File: config.mk
export PLATFORM = sky130hd
export DESIGN_NAME = uart_resp_arbiter
export DESIGN_NICKNAME = d
export VERILOG_FILES = /design/src/rtl/uart_resp_arbiter.sv
export SDC_FILE = /design/constraint.sdc
export NUM_CORES = 1
export LEC_CHECK = 0
export CAP_MARGIN = 15
export CORE_ASPECT_RATIO = 1.5
export CORE_MARGIN = 2
export CORE_UTILIZATION = 30
export CTS_CLUSTER_DIAMETER = 100
export CTS_CLUSTER_SIZE = 20
export DETAILED_ROUTE_END_ITERATION = 7
export DONT_BUFFER_PORTS = 1
export GPL_TIMING_DRIVEN = 0
export PLACE_DENSITY = 0.56
export REMOVE_ABC_BUFFERS = 1
export SYNTH_ARGS = -nofsm -noshare
export SYNTH_HDL_FRONTEND = slang
export SYNTH_SLANG_ARGS = --single-unit
File: constraint.sdc
create_clock -name clk -period 2.45 [get_ports clk]
set_input_delay 0.245 -clock clk [delete_from_list [all_inputs] [get_ports clk]]
set_output_delay 0.245 -clock clk [all_outputs]
set_load 0.05 [all_outputs]
File: src/rtl/uart_resp_arbiter.sv
// Round-robin arbiter sharing one UART response transmitter among NUM_REQ sources.
// Latches a byte, pulses trmt once, waits for tx_done rising edge or watchdog timeout.
module uart_resp_arbiter #(
   parameter int NUM_REQ     = 4,
   parameter int TIMEOUT_CYC = 40000
) (
   input  logic                       clk,
   input  logic                       rst_n,
   input  logic [NUM_REQ-1:0]         req,
   input  logic [8*NUM_REQ-1:0]       req_data,
   input  logic                       tx_done,
   output logic                       trmt,
   output logic [7:0]                 resp,
   output logic [NUM_REQ-1:0]         ack,
   output logic [NUM_REQ-1:0]         done,
   output logic                       tx_err,
   output logic                       busy,
   output logic [$clog2(NUM_REQ)-1:0] cur_id
);

   localparam int IDW = $clog2(NUM_REQ);
   localparam int CW  = $clog2(TIMEOUT_CYC);

   localparam logic [1:0] S_IDLE = 2'd0;
   localparam logic [1:0] S_SEND = 2'd1;
   localparam logic [1:0] S_BUSY = 2'd2;

   logic [1:0]     state;
   logic [IDW-1:0] last;
   logic [CW-1:0]  tmo_cnt;
   logic           tx_done_q;
   logic           grant_valid;
   logic [IDW-1:0] grant_id;
   logic           tx_rise;
   logic           tmo_hit;

   assign tx_rise = tx_done & ~tx_done_q;
   assign tmo_hit = (tmo_cnt == CW'(TIMEOUT_CYC - 1));

   // Search starts just past the last grant so every waiting requester gets a turn.
   always_comb begin
      // NOTE: every always_comb output gets a default first so no latch is inferred.
      grant_valid = 1'b0;
      grant_id    = '0;
      for (int k = 1; k <= NUM_REQ; k++) begin
         if (!grant_valid && req[(int'(last) + k) % NUM_REQ]) begin
            grant_valid = 1'b1;
            grant_id    = IDW'((int'(last) + k) % NUM_REQ);
         end
      end
   end

   // NOTE: sequential state uses non-blocking assignments only, so all registers
   // update together on the edge regardless of statement order.
   always_ff @(posedge clk or negedge rst_n) begin
      if (!rst_n) begin
         state     <= S_IDLE;
         last      <= IDW'(NUM_REQ - 1);
         cur_id    <= '0;
         resp      <= 8'h00;
         tmo_cnt   <= '0;
         tx_done_q <= 1'b0;
      end else begin
         tx_done_q <= tx_done;
         case (state)
            S_IDLE: begin
               if (grant_valid) begin
                  cur_id <= grant_id;
                  resp   <= req_data[{grant_id, 3'b000} +: 8];
                  state  <= S_SEND;
               end
            end
            S_SEND: begin
               tmo_cnt <= '0;
               state   <= S_BUSY;
            end
            S_BUSY: begin
               // Completion takes precedence over a coincident timeout.
               if (tx_rise || tmo_hit) begin
                  last  <= cur_id;
                  state <= S_IDLE;
               end else begin
                  tmo_cnt <= tmo_cnt + 1'b1;
               end
            end
            default: state <= S_IDLE;
         endcase
      end
   end

   assign trmt   = (state == S_SEND);
   assign busy   = (state != S_IDLE);
   assign ack    = trmt ? (NUM_REQ'(1) << cur_id) : '0;
   assign done   = ((state == S_BUSY) && tx_rise) ? (NUM_REQ'(1) << cur_id) : '0;
   assign tx_err = (state == S_BUSY) && !tx_rise && tmo_hit;

endmodule

* After elaboration in Yosys (flattened, before gate mapping)
Index checks and enable logic that the tools add are counted.
** Word-level totals
- Flip-flop bits (word level) :: 31
- Bits of input ports :: 39
- Output and inout port bits :: 21
** Operators by class
- Add/subtract/negate cells :: 5
- $lt $le $gt $ge :: 4
- Equality and inequality tests :: 6
- Shifts and indexed selects :: 2
- Multiplexer cells :: 27
- Bitwise operators :: 6
- Reductions and logical operators :: 22
** Operators by type and width (count)
- one-hot mux 16 bit (2 select lines) :: 1
- indexed part select 32 x 6 -> 8 bit :: 1
- adder 16 x 1 -> 16 bit (second input constant) :: 1
- == test 16 bit (second input constant) :: 1
- less-than comparator 3 x 4 -> 1 bit (second input constant) :: 4
- two-way mux 16 bit :: 1
- two-way mux 1 bit :: 12
- two-way mux 2 bit :: 6
- binary-select mux 1 bit (select 2 bit) :: 4
- two-way mux 4 bit :: 2
- AND reduction 2 bit :: 4
- OR reduction 2 bit :: 4
- logical AND 1 bit :: 6
- inequality test 2 bit (second input constant) :: 3
- one-hot mux 2 bit (3 select lines) :: 1
- adder 2 x 1 -> 2 bit (second input constant) :: 2
- adder 2 bit (second input constant) :: 2
- bitwise AND 1 bit (first input constant) :: 4
- zero test 1 bit :: 4
- nonzero test 2 bit :: 2
- left shift 1 x 2 -> 4 bit (first input constant) :: 1
- == test 2 x 1 -> 1 bit (second input constant) :: 1
- == test 2 bit (second input constant) :: 1
- zero test 2 bit :: 1
- other kinds (3) :: 3

* Logic depth before layout (Yosys ltp)
- Depth in word-level cells :: 18
- Gate-level depth with buffers :: 7
- Depth with buffers taken out :: 6

* Least setup slack after synthesis
OpenSTA, ideal clock, no wires.
- Path type :: register -> output
- Start :: reg tmo_cnt[0]
- End :: out tx_err
- Data arrival time :: 2.090 ns
- Data required time :: 2.205 ns
- Path slack :: 0.115 ns
- Stages on the path, launching flop included :: 6
- Path buffers :: 0
- Cells stage by stage :: dfrtp_1 ha_1 nand3_2 or4_4 nand2b_1 nor2_1
** On the way
- Word-level cells in the longest chain between the ends :: 2
** Ends and longest elaborated chain
- start, declared :: line 30 : logic [CW-1:0] tmo_cnt;
- start signal, assigned :: line 83 : tmo_cnt <= tmo_cnt + 1'b1;
- == test 16 bit :: line 38 : assign tmo_hit = (tmo_cnt == CW'(TIMEOUT_CYC - 1));
- logical AND 1 bit :: line 95 : assign tx_err = (state == S_BUSY) && !tx_rise && tmo_hit;
- end, declared :: line 16 : output logic tx_err,
Every way passes these cells.

* Final worst setup path
- Start :: reg tmo_cnt[1]
- End :: out tx_err
The elaborated chain is that of the path after synthesis.

==> results_dict.tcl <==
set metrics [dict create \
    final_common_cell "dfrtp_1" \
    holdWs_ns 0.195 \
    pre_cts_ws_ns -0.0745 \
    crit_family "simple AND/OR/NAND/NOR gates" \
    final-hold-violation-count 0 \
    drive_gt1_share_pct 14.1 \
    num_rows 34 \
    firstDrtPassIters 4 \
    slew_violations 0 \
    synthDominantCellAreaShare_pct 40.0 \
    fmax_mhz 428 \
    status "completed" \
    hold_path.class "in2reg" \
    p_per_area_nw_per_um2 1160 \
    die_height_um 99.2 \
    area_growth_pct 13.7 \
    cp_cell_sequence "ha_4 -> nand3_2 -> or4_4 -> nand2b_1 -> nor2_4" \
    synth_edf_count 0 \
    synth_cell_type_count 45 \
    finClkSkew_ns 0.00428 \
    utilization_pct 35.4 \
    cp.arrival_ns 2.09 \
    htreeDepth 2 \
    die_w_um 67.5 \
    vias 1507 \
    ios 60 \
    clkPwrFrac_pct 16.7 \
    fin_crit_ns 2.34 \
    drt_iter0_drc 27 \
    numCtsBuffers 5 \
    synth_ff_type "dfrtp_1" \
    path_clk_slew_ns 0.07 \
    clk_latency_ns 0.28 \
    hpwl_mm 3.05 \
    pwr-share-seq_pct 45.8 \
    path_buf_inv 0 \
    grt_overflow 0 \
    gp_congestion 0.745 \
    critPathMaxFanout 6 \
    antenna_found_initial 0 \
    start_kind "flip-flop" \
    setup_viol 0 \
    yosysTopAreaCell "dfrtp_1" \
    worstSetupEndpointType "primary output" \
    ys_async_sr_fraction_pct 100 \
    setup_slack_ns 0.115 \
    dieArea_sq_um 6690 \
    vias_per_cell 5.56 \
    syn-cell-area_sq_um 1810 \
    p_int_uw 1160 \
    diodes 0 \
    rsz0062_at_grt "no" \
    grt_max_degree 32 \
    relSlewSlack_pct 39.4 \
    final_cell_mix "28 x dfrtp_1, 27 x nand2_1, 19 x mux2i_1" \
    grt_pass1_vias 1544 \
    grt.total_usage_pct 13.9 \
    cts_tree "done" \
    final_antenna_net_count 0 \
    cts_root_buf "clkbuf_8" \
    nNetsFinal 238 \
    yosysSeqAreaShare_pct 42.9 \
    cts.sink_count 31 \
    crit_type "reg2out" \
    final.setup.tns_ns 0 \
    crit_path_max_incr_delay_ns 0.53 \
    wire_per_inst_um 15.5 \
    slowest_stage "or4_4" \
    crit_required_ns 2.20 \
    final.period_utilization_pct 95.3 \
    netSwitchingPower_uw 1220 \
    ys_warn_count 0 \
    wl_mm 4.21 \
    grt_pass1_wl_mm 7.15 \
    syn_area_per_cell_sq_um 9.44 \
    combPwrFrac_pct 37.5 \
    power_switching_share_pct 51.3 \
    yosys-top-cells-area "dfrtp_1 40%, mux2i_1 10%, nand2_1 5.6%, o221ai_1 4.3%, nor2_1 3.5%" \
    drv_cap 0 \
    syn-instance-count 192 \
    clock_path_buffers 2 \
    synth_seq_cells 31 \
    core_area_sq_um 5830 \
    irDropWorstVdd_mv 0.634 \
    worstMarginPinSlew_ns 0.906 \
    port_buffers 0 \
    remaining_drc_errors 0 \
    initial_core_util_pct 31.1 \
    power_leakage_uw 0.000891 \
]
worst register-to-register path: stages, from the launching register on:
cell	delay [ns]
dfrtp_1	0.40
ha_4	0.18
nand3_2	0.12
or4_4	0.53
o21ai_4	0.41
mux2_1	0.37
mux2i_1	0.13
flip-flops by register name, summed over array words and instances (netlist names):
name and count:
state 2, cur_id 2, resp 8, last 2
tx_done_q 1, tmo_cnt 16
power by group through the flow:
stage	sequential, uW	combinational, uW	clock [uW]
after CTS	1080	902	417
after global placement	1090	843	0
final	1090	893	399
after floorplan	1040	704	0
after global routing	1120	1000	437
after detailed placement	1090	882	0
worst paths after layout:
check,from,end,slack [ns],depth (start not counted)
max in group asynchronous,rst_n,last[0]$_DFFE_PN1P_,1.80,2
setup / recovery,tmo_cnt[1]$_DFFE_PN0P_,tx_err,0.11,5
setup reg to reg,tmo_cnt[1]$_DFFE_PN0P_,tmo_cnt[2]$_DFFE_PN0P_,0.24,6
min in group asynchronous,rst_n,resp[4]$_DFFE_PN0P_,0.41,2
hold reg to reg,tmo_cnt[15]$_DFFE_PN0P_,tmo_cnt[15]$_DFFE_PN0P_,0.49,1
hold / removal,req_data[9],resp[1]$_DFFE_PN0P_,0.20,2
synth_stat cells (all sizes together), types with 2 or more instances:
library cell	n
a21oi	3
o31ai	2
buf	3
o211ai	4
nand2	27
nor3	7
dfstp	2
nor2b	2
a221o	2
or3	2
mux2	3
mux2i	19
or4	3
nand4	2
nor2	18
nand2b	10
nand3	10
inv	6
a211o	3
and3	5
dfrtp	29
o21ai	6
clkbuf	3
or2	2
o221ai	9
per-stage QoR:
step / total power [uW] / instances / cell area, sq um
after detailed placement: 1970 / 260 / 1910
after floorplan: 1750 / 186 / 1780
after CTS: 2400 / 271 / 2050
final: 2380 / 271 / 2060
after global routing: 2550 / 271 / 2060
after global placement: 1930 / 258 / 1870
metal layers:
metal | wire (um) | vias up | track usage [%]
met5 | 0 | - | 0
met3 | 230 | 10 | 3.73
met2 | 2270 | 51 | 25.4
met1 | 1600 | 731 | 14.2
met4 | 104 | 0 | 5.81
li1 | - | 715 | -
layout make-up:
cell class                 instances  area [sq um]
inverter                           6          22.5
timing repair buffer               5          62.6
multi-input combinational        149          1020
tap                               72          90.1
sequential                        31           779
clock inverter                     3          20.0
clock buffer                       5          68.8
fill                             578          3770
cells by family (layout without fill, tap and decap cells):
family	after synthesis	count (layout)	share of synthesized area, %
simple gates	91	91	25.5
buf+inv	12	19	3.04
mux	22	22	12.4
compound gates	34	34	15.0
fa+ha+maj	1	1	0.690
xor+xnor	1	1	0.483
flops	31	31	42.9
repair_timing:
item	in CTS	in global routing
hold buffers	3	0
setup buffers	0	0
pin swaps	1	1
setup endpoints to repair	1	2
hold endpoints to repair	32	0
gates resized for setup	2	3
Power figures use the tool's default switching activity.
